==> src/rtl/mesm6_mem_arbiter.sv <==
`timescale 1ns/1ps
// mesm6_mem_arbiter
//
// Merges the MESM-6 core's instruction-fetch bus (ibus) and data bus (dbus)
// onto one single-port, variable-latency word memory. Data writes win over
// data reads, and data reads win over instruction fetches. Address 0 can be
// trapped so that it reads as zero and drops writes. Every wait on the memory
// is bounded by TIMEOUT cycles. After a timeout, reads return all-ones and a
// sticky bus_error is raised.
//
// Ports:
//   clk, reset            rising-edge clock, synchronous active-high reset
//   ibus_fetch/addr       level fetch request and word address (held until done)
//   ibus_input/done       fetched word (held) and one-cycle completion pulse
//   dbus_read/write/addr  level data request and word address
//   dbus_output           write data from the core
//   dbus_input/done       read data (held) and one-cycle completion pulse
//   mem_req/we/addr/wdata registered memory request, held until mem_ready
//   mem_rdata/ready       memory read data, valid in the mem_ready cycle
//   bus_error             sticky timeout flag, cleared only by reset
module mesm6_mem_arbiter #(
    parameter int unsigned TIMEOUT        = 1023,
    parameter bit          ZERO_ADDR_TRAP = 1'b1
) (
    input  logic        clk,
    input  logic        reset,
    input  logic        ibus_fetch,
    input  logic [14:0] ibus_addr,
    output logic [47:0] ibus_input,
    output logic        ibus_done,
    input  logic        dbus_read,
    input  logic        dbus_write,
    input  logic [14:0] dbus_addr,
    input  logic [47:0] dbus_output,
    output logic [47:0] dbus_input,
    output logic        dbus_done,
    output logic        mem_req,
    output logic        mem_we,
    output logic [14:0] mem_addr,
    output logic [47:0] mem_wdata,
    input  logic [47:0] mem_rdata,
    input  logic        mem_ready,
    output logic        bus_error
);
    typedef enum logic [1:0] {S_IDLE, S_MEM, S_DONE, S_RECOVER} state_t;

    // Count value of the last MEM cycle that may still wait for mem_ready.
    localparam logic [15:0] TMO_LAST = 16'(TIMEOUT - 1);

    state_t      state_q, state_d;
    logic        mem_req_q, mem_req_d;
    logic        mem_we_q, mem_we_d;
    logic [14:0] mem_addr_q, mem_addr_d;
    logic [47:0] mem_wdata_q, mem_wdata_d;
    logic [47:0] ibus_input_q, ibus_input_d;
    logic [47:0] dbus_input_q, dbus_input_d;
    logic        ibus_done_q, ibus_done_d;
    logic        dbus_done_q, dbus_done_d;
    logic        bus_error_q, bus_error_d;
    logic [15:0] tmo_cnt_q, tmo_cnt_d;
    logic        port_dbus_q, port_dbus_d;   // 1: the latched transaction belongs to dbus

    logic        win_dbus;
    logic        win_we;
    logic [14:0] win_addr;
    logic        trap;

    always_ff @(posedge clk) begin
        if (reset) begin
            state_q      <= S_IDLE;
            mem_req_q    <= 1'b0;
            mem_we_q     <= 1'b0;
            mem_addr_q   <= '0;
            mem_wdata_q  <= '0;
            ibus_input_q <= '0;
            dbus_input_q <= '0;
            ibus_done_q  <= 1'b0;
            dbus_done_q  <= 1'b0;
            bus_error_q  <= 1'b0;
            tmo_cnt_q    <= '0;
            port_dbus_q  <= 1'b0;
        end else begin
            state_q      <= state_d;
            mem_req_q    <= mem_req_d;
            mem_we_q     <= mem_we_d;
            mem_addr_q   <= mem_addr_d;
            mem_wdata_q  <= mem_wdata_d;
            ibus_input_q <= ibus_input_d;
            dbus_input_q <= dbus_input_d;
            ibus_done_q  <= ibus_done_d;
            dbus_done_q  <= dbus_done_d;
            bus_error_q  <= bus_error_d;
            tmo_cnt_q    <= tmo_cnt_d;
            port_dbus_q  <= port_dbus_d;
        end
    end

    always_comb begin
        state_d      = state_q;
        mem_req_d    = mem_req_q;
        mem_we_d     = mem_we_q;
        mem_addr_d   = mem_addr_q;
        mem_wdata_d  = mem_wdata_q;
        ibus_input_d = ibus_input_q;
        dbus_input_d = dbus_input_q;
        ibus_done_d  = 1'b0;
        dbus_done_d  = 1'b0;
        bus_error_d  = bus_error_q;
        tmo_cnt_d    = tmo_cnt_q;
        port_dbus_d  = port_dbus_q;

        // A simultaneous read and write on dbus performs the write only.
        win_dbus = dbus_write | dbus_read;
        win_we   = dbus_write;
        win_addr = win_dbus ? dbus_addr : ibus_addr;
        trap     = ZERO_ADDR_TRAP && (win_addr == 15'd0);

        case (state_q)
            S_IDLE: begin
                if (win_dbus || ibus_fetch) begin
                    port_dbus_d = win_dbus;
                    if (trap) begin
                        // Served internally: read data is ready for the DONE cycle.
                        state_d     = S_DONE;
                        ibus_done_d = !win_dbus;
                        dbus_done_d = win_dbus;
                        if (!win_we) begin
                            if (win_dbus) dbus_input_d = '0;
                            else          ibus_input_d = '0;
                        end
                    end else begin
                        state_d     = S_MEM;
                        mem_req_d   = 1'b1;
                        mem_we_d    = win_we;
                        mem_addr_d  = win_addr;
                        mem_wdata_d = dbus_output;
                        tmo_cnt_d   = '0;
                    end
                end
            end
            S_MEM: begin
                // mem_ready takes precedence over a timeout in the same cycle.
                if (mem_ready || (tmo_cnt_q == TMO_LAST)) begin
                    state_d     = S_DONE;
                    mem_req_d   = 1'b0;
                    ibus_done_d = !port_dbus_q;
                    dbus_done_d = port_dbus_q;
                    if (!mem_ready) begin
                        tmo_cnt_d   = tmo_cnt_q + 16'd1;
                        bus_error_d = 1'b1;
                    end
                    if (!mem_we_q) begin
                        if (port_dbus_q) dbus_input_d = mem_ready ? mem_rdata : '1;
                        else             ibus_input_d = mem_ready ? mem_rdata : '1;
                    end
                end else begin
                    tmo_cnt_d = tmo_cnt_q + 16'd1;
                end
            end
            S_DONE:    state_d = S_RECOVER;
            // The core still holds the completed request here; ignore it.
            S_RECOVER: state_d = S_IDLE;
            default:   state_d = S_IDLE;
        endcase
    end

    assign mem_req    = mem_req_q;
    assign mem_we     = mem_we_q;
    assign mem_addr   = mem_addr_q;
    assign mem_wdata  = mem_wdata_q;
    assign ibus_input = ibus_input_q;
    assign dbus_input = dbus_input_q;
    assign ibus_done  = ibus_done_q;
    assign dbus_done  = dbus_done_q;
    assign bus_error  = bus_error_q;

endmodule

==> config.mk <==
export PLATFORM = sky130hd
export DESIGN_NAME = mesm6_mem_arbiter
export DESIGN_NICKNAME = d
export VERILOG_FILES = /design/src/rtl/mesm6_mem_arbiter.sv
export SDC_FILE = /design/constraint.sdc
export NUM_CORES = 1
export LEC_CHECK = 0
export ABC_AREA = 1
export BUFFER_PORTS_ARGS = -buffer_cell sky130_fd_sc_hd__buf_2
export CAP_MARGIN = 30
export CORE_MARGIN = 2
export CORE_UTILIZATION = 44
export DETAILED_ROUTE_END_ITERATION = 6
export PLACE_DENSITY_LB_ADDON = 0.3
export REMOVE_ABC_BUFFERS = 1
export SKIP_CTS_REPAIR_TIMING = 1
export SYNTH_ARGS = -nofsm -noshare
export SYNTH_HDL_FRONTEND = slang
export SYNTH_SLANG_ARGS = --single-unit
export TNS_END_PERCENT = 100
==> constraint.sdc <==
create_clock -name clk -period 1.97 [get_ports clk]
set_input_delay 0.197 -clock clk [delete_from_list [all_inputs] [get_ports clk]]
set_output_delay 0.197 -clock clk [all_outputs]
set_load 0.005 [all_outputs]
==> summary.md <==
| Metric | Value |
|---|---|
| Routed WL per cell | `roughly 13 um` |
| Overall die area | `between 0.015 and 0.02 mm^2` |
| Worst Setup End Kind | `register` |
| Worst setup skew after layout | `0.01788 ns` |
| Count of filler cells inserted in the layout | `roughly 1,800` |
| Yosys top cell by area | `dfxtp_1` |
| Combined global-route utilization of all metal layers | `23.58%` |
| Share of the yosys chip area belonging to registers | `approximately 44%` |
| Count of max-cap constraint violations | `0` |
| Clock tree from TritonCTS | `done` |
| Layout area overhead | `30.55%` |
| Most common cell after layout, fill and taps aside | `nand2_1` |
| Data arrival time of the critical path | `2.17 ns` |
| Combined buffer and inverter count along the critical path | `3` |
| Count of endpoints failing setup in the final report | `0` |
| Antenna Violating Nets Remaining | `0` |
| Total congestion overflow after global routing | `0` |
| Time the worst path needs with I/O delays and setup | `about 1.8 ns` |
| Via count of the first global-routing pass | `7,835` |
| Setup CP Type | `reg2reg` |
| Detailed Place HPWL | `16,790 um` |
| Number of slew-limit violations in the final report | `0` |
| R2r worst-path depth | `10` |
| Hold Crit Start | `dbus_output[18]` |
| First DRT Iteration DRCs | `387` |
| Syn_area_per_cell | `6.521 um^2` |
| Cells along the critical path | `inv_1, ha_4, buf_4, nand2_1, nand3_2, nor2_2, nand2_4, clkbuf_16, nor2_1, nor2_1` |
| Standard-cell row count | `50` |
| Placer's final routability congestion estimate | `around 0.9` |
| Cell types with the largest area share after synthesis | `dfxtp_1 (44%), nand2_1 (15%), nor2_1 (15%), a21oi_1 (5.1%), inv_1 (5.0%)` |
| Total via count after detailed routing | `8,485` |
| Ratio of routed vias to standard cells | `~4.7` |
| Register-to-register setup slack | `around 0.13 ns` |
| Buffer type at the clock tree root | `clkbuf_16` |
| Vert. Die Dim | `141.0 um` |
| DR DRC count | `0` |
| Clock sink count | `about 180` |
| Inserted Clock Buffers | `17` |
| Startpoint Class | `register` |
| Worst-path fanout max | `33` |
| #FFs+latches synth | `183` |
| Worst path required time | `between 2 and 2.5 ns` |
| Fraction of layout instances using a drive strength above 1 | `25.43%` |
| First-pass iteration count of the detailed router | `7` |
| Tightest slew margin relative to the limit | `a little under three quarters` |
| Initial antenna violation count | `3` |
| CTS H-tree depth | `4` |
| I/O Pins | `just under 300` |
| Total routed wirelength | `about 24,000 um` |
| Async set or reset register ratio after synthesis | `0%` |
| Proportion of netlist area held by the largest area contributor | `between 40% and 50%` |
| Max VDD drop | `0.0007287 V` |
| Endpoint, Worst Hold | `mem_wdata[18]$_SDFFE_PP0P_` |
| Cell with the biggest individual delay on the critical path | `dfxtp_4` |
| Pin count of the biggest net entering global routing | `85` |
| Cell type with the highest occurrence count on the critical path | `nor2_1` |
| Destination of the worst register-to-register timing path | `dbus_input[11]$_SDFFE_PP0P_` |
| Placeable Area | `between 0.015 and 0.02 mm^2` |
| Cell count after synthesis | `1,267` |
| Main synth FF type | `dfxtp_1` |
| Transition time of the tightest slew-check pin | `roughly 0.42 ns` |
| Input/output buffers | `295` |
| Die boundary width | `around 140 um` |
| Clock latency at the later pin of the worst-skew pair | `roughly 0.44 ns` |
| Reg-to-reg startpoint | `state_q[0]$_SDFFE_PP0P_` |
| Utilization after layout | `between 50% and 60%` |
| Status | `finished clean` |
| Part of the cycle the worst path needs | `a little over 90%` |
| Overall power | `around 0.015 W` |
| Hold Crit Class | `in2reg` |
| Power Density | `approximately 1400 mW/mm^2` |
| Number of buffers on the longest clock path | `2` |
| Leading cell types in the layout, fill and taps excluded | `nand2_1 (332), nor2_1 (324), buf_2 (295), dfxtp_1 (180), inv_1 (109)` |
| Max Clock Freq | `542.7 MHz` |
| Cell depth of the worst min-delay path | `3` |
| Layout Nets | `between 1,500 and 2,000` |
| Hold Violations, Final | `0` |
| Kind of cell with the highest combined delay on the critical path | `simple AND/OR/NAND/NOR gates` |
| Lkg Pwr | `5.837 nW` |
| Starting density of the core | `44.46%` |
| Global-route wire length before repair | `roughly 38,000 um` |
| Distinct cell type count of the synthesized netlist | `29` |
| Maximum cell stage delay along the critical path | `~0.37 ns` |
| Number of flops mapped to enable cells by yosys | `0` |
| Count of yosys warnings during synthesis | `0` |
| Post-Syn Area | `~0.0083 mm^2` |
| Clock slew at the register clock pins of the worst setup and hold paths | `~0.08 ns` |
==> cell families after synthesis <==
| logic type | share of synthesized area (%) |
|---|---|
| adders and majority gates | 0.7572 |
| xor gates and xnor gates | 0.9540 |
| and+or+nand+nor | 37.23 |
| DFF | 44.34 |
| AOI/OAI and AO/OA | 6.770 |
| buffers and inverters | 9.950 |
==> worst reg2reg max path: cells and delay by family (launching register included) <==
family | cells | cell delay [ns]
and+or+nand+nor | 6 | 0.71
buffers and inverters | 3 | 0.47
DFF | 1 | 0.37
adders and majority gates | 1 | 0.18
==> per-layer routing <==
layer | vias up | GRT usage (%) | wire length, um
met5 | - | 0 | 0
met4 | 0 | 9.684 | 785
met3 | 41 | 5.842 | 1756
met2 | 320 | 39.49 | 11280
met1 | 3685 | 29.11 | 10180
li1 | 4439 | - | -
==> stage by stage <==
step	cells	area [um^2]	worst slack (ns)	hold WS (ns)	setup TNS, ns
final	1798	10790	0.1273	0.02286	0
after global routing	1797	10780	-0.02296	0.01743	-0.04291
after CTS	1793	10690	0.07445	0.006674	0
after detailed placement	1761	10110	0.003223	0.4486	0
after global placement	1761	10110	0.05212	0.4452	0
after floorplan	1190	7869	-1.389	0.2661	-151.16
==> cell type report <==
| cell class | count | area (um^2) | share of cell area (%) |
|---|---|---|---|
| Clock inverter | 14 | 150.1 | 1.392 |
| Clock buffer | 18 | 429.2 | 3.979 |
| Tap cell | 234 | 292.8 | 2.715 |
| Sequential cell | 183 | 3672 | 34.05 |
| Inverter | 114 | 430.4 | 3.991 |
| Multi-Input combinational cell | 893 | 3829 | 35.50 |
| Timing Repair Buffer | 339 | 1974 | 18.31 |
| Antenna cell | 3 | 7.507 | 0.06961 |
==> sequential cells by signal, indices dropped and copies added (netlist names) <==
| name | count |
|---|---|
| bus_error | 1 |
| dbus_done | 1 |
| dbus_input | 48 |
| ibus_done | 1 |
| ibus_input | 48 |
| mem_addr | 15 |
| mem_req | 1 |
| mem_wdata | 48 |
| mem_we | 1 |
| port_dbus_q | 1 |
| state_q | 2 |
| tmo_cnt_q | 16 |
==> power breakdown <==
| group | total [W] | leakage, nW | switching (W) | internal, W |
|---|---|---|---|---|
| logic | 0.00614 | 4.06 | 0.00365 | 0.00249 |
| clock network | 0.00335 | 0.278 | 0.00166 | 0.00170 |
| registers | 0.00532 | 1.50 | 0.000552 | 0.00477 |
| total | 0.0148 | 5.84 | 0.00586 | 0.00896 |
==> cell usage after synthesis (3+ instances only) <==
cell type,instances
nor3_1,3
nand2_2,4
clkbuf_1,43
o21ai_0,18
xor2_1,4
ha_1,5
inv_1,111
buf_4,6
nand4_1,12
a21oi_1,85
or2_2,4
dfxtp_1,183
xnor2_1,5
buf_1,3
buf_6,8
nand2_1,334
nand3_1,82
nor2_1,327
buf_2,17
==> how the worst max path moves through the flow <==
stage | endpoint | start | cells past startpoint
final | dbus_input[11]$_SDFFE_PP0P_ | state_q[0]$_SDFFE_PP0P_ | 10
after floorplan | mem_addr[12]$_SDFFE_PP0P_ | state_q[0]$_SDFFE_PP0P_ | 7
after CTS | dbus_input[0]$_SDFFE_PP0P_ | state_q[0]$_SDFFE_PP0P_ | 11
after global placement | ibus_input[34]$_SDFFE_PP0P_ | dbus_write | 14
after detailed placement | dbus_input[3]$_SDFFE_PP0P_ | dbus_write | 15
after global routing | dbus_input[11]$_SDFFE_PP0P_ | tmo_cnt_q[7]$_SDFFE_PP0P_ | 13
(Power assumes the default switching activity.)
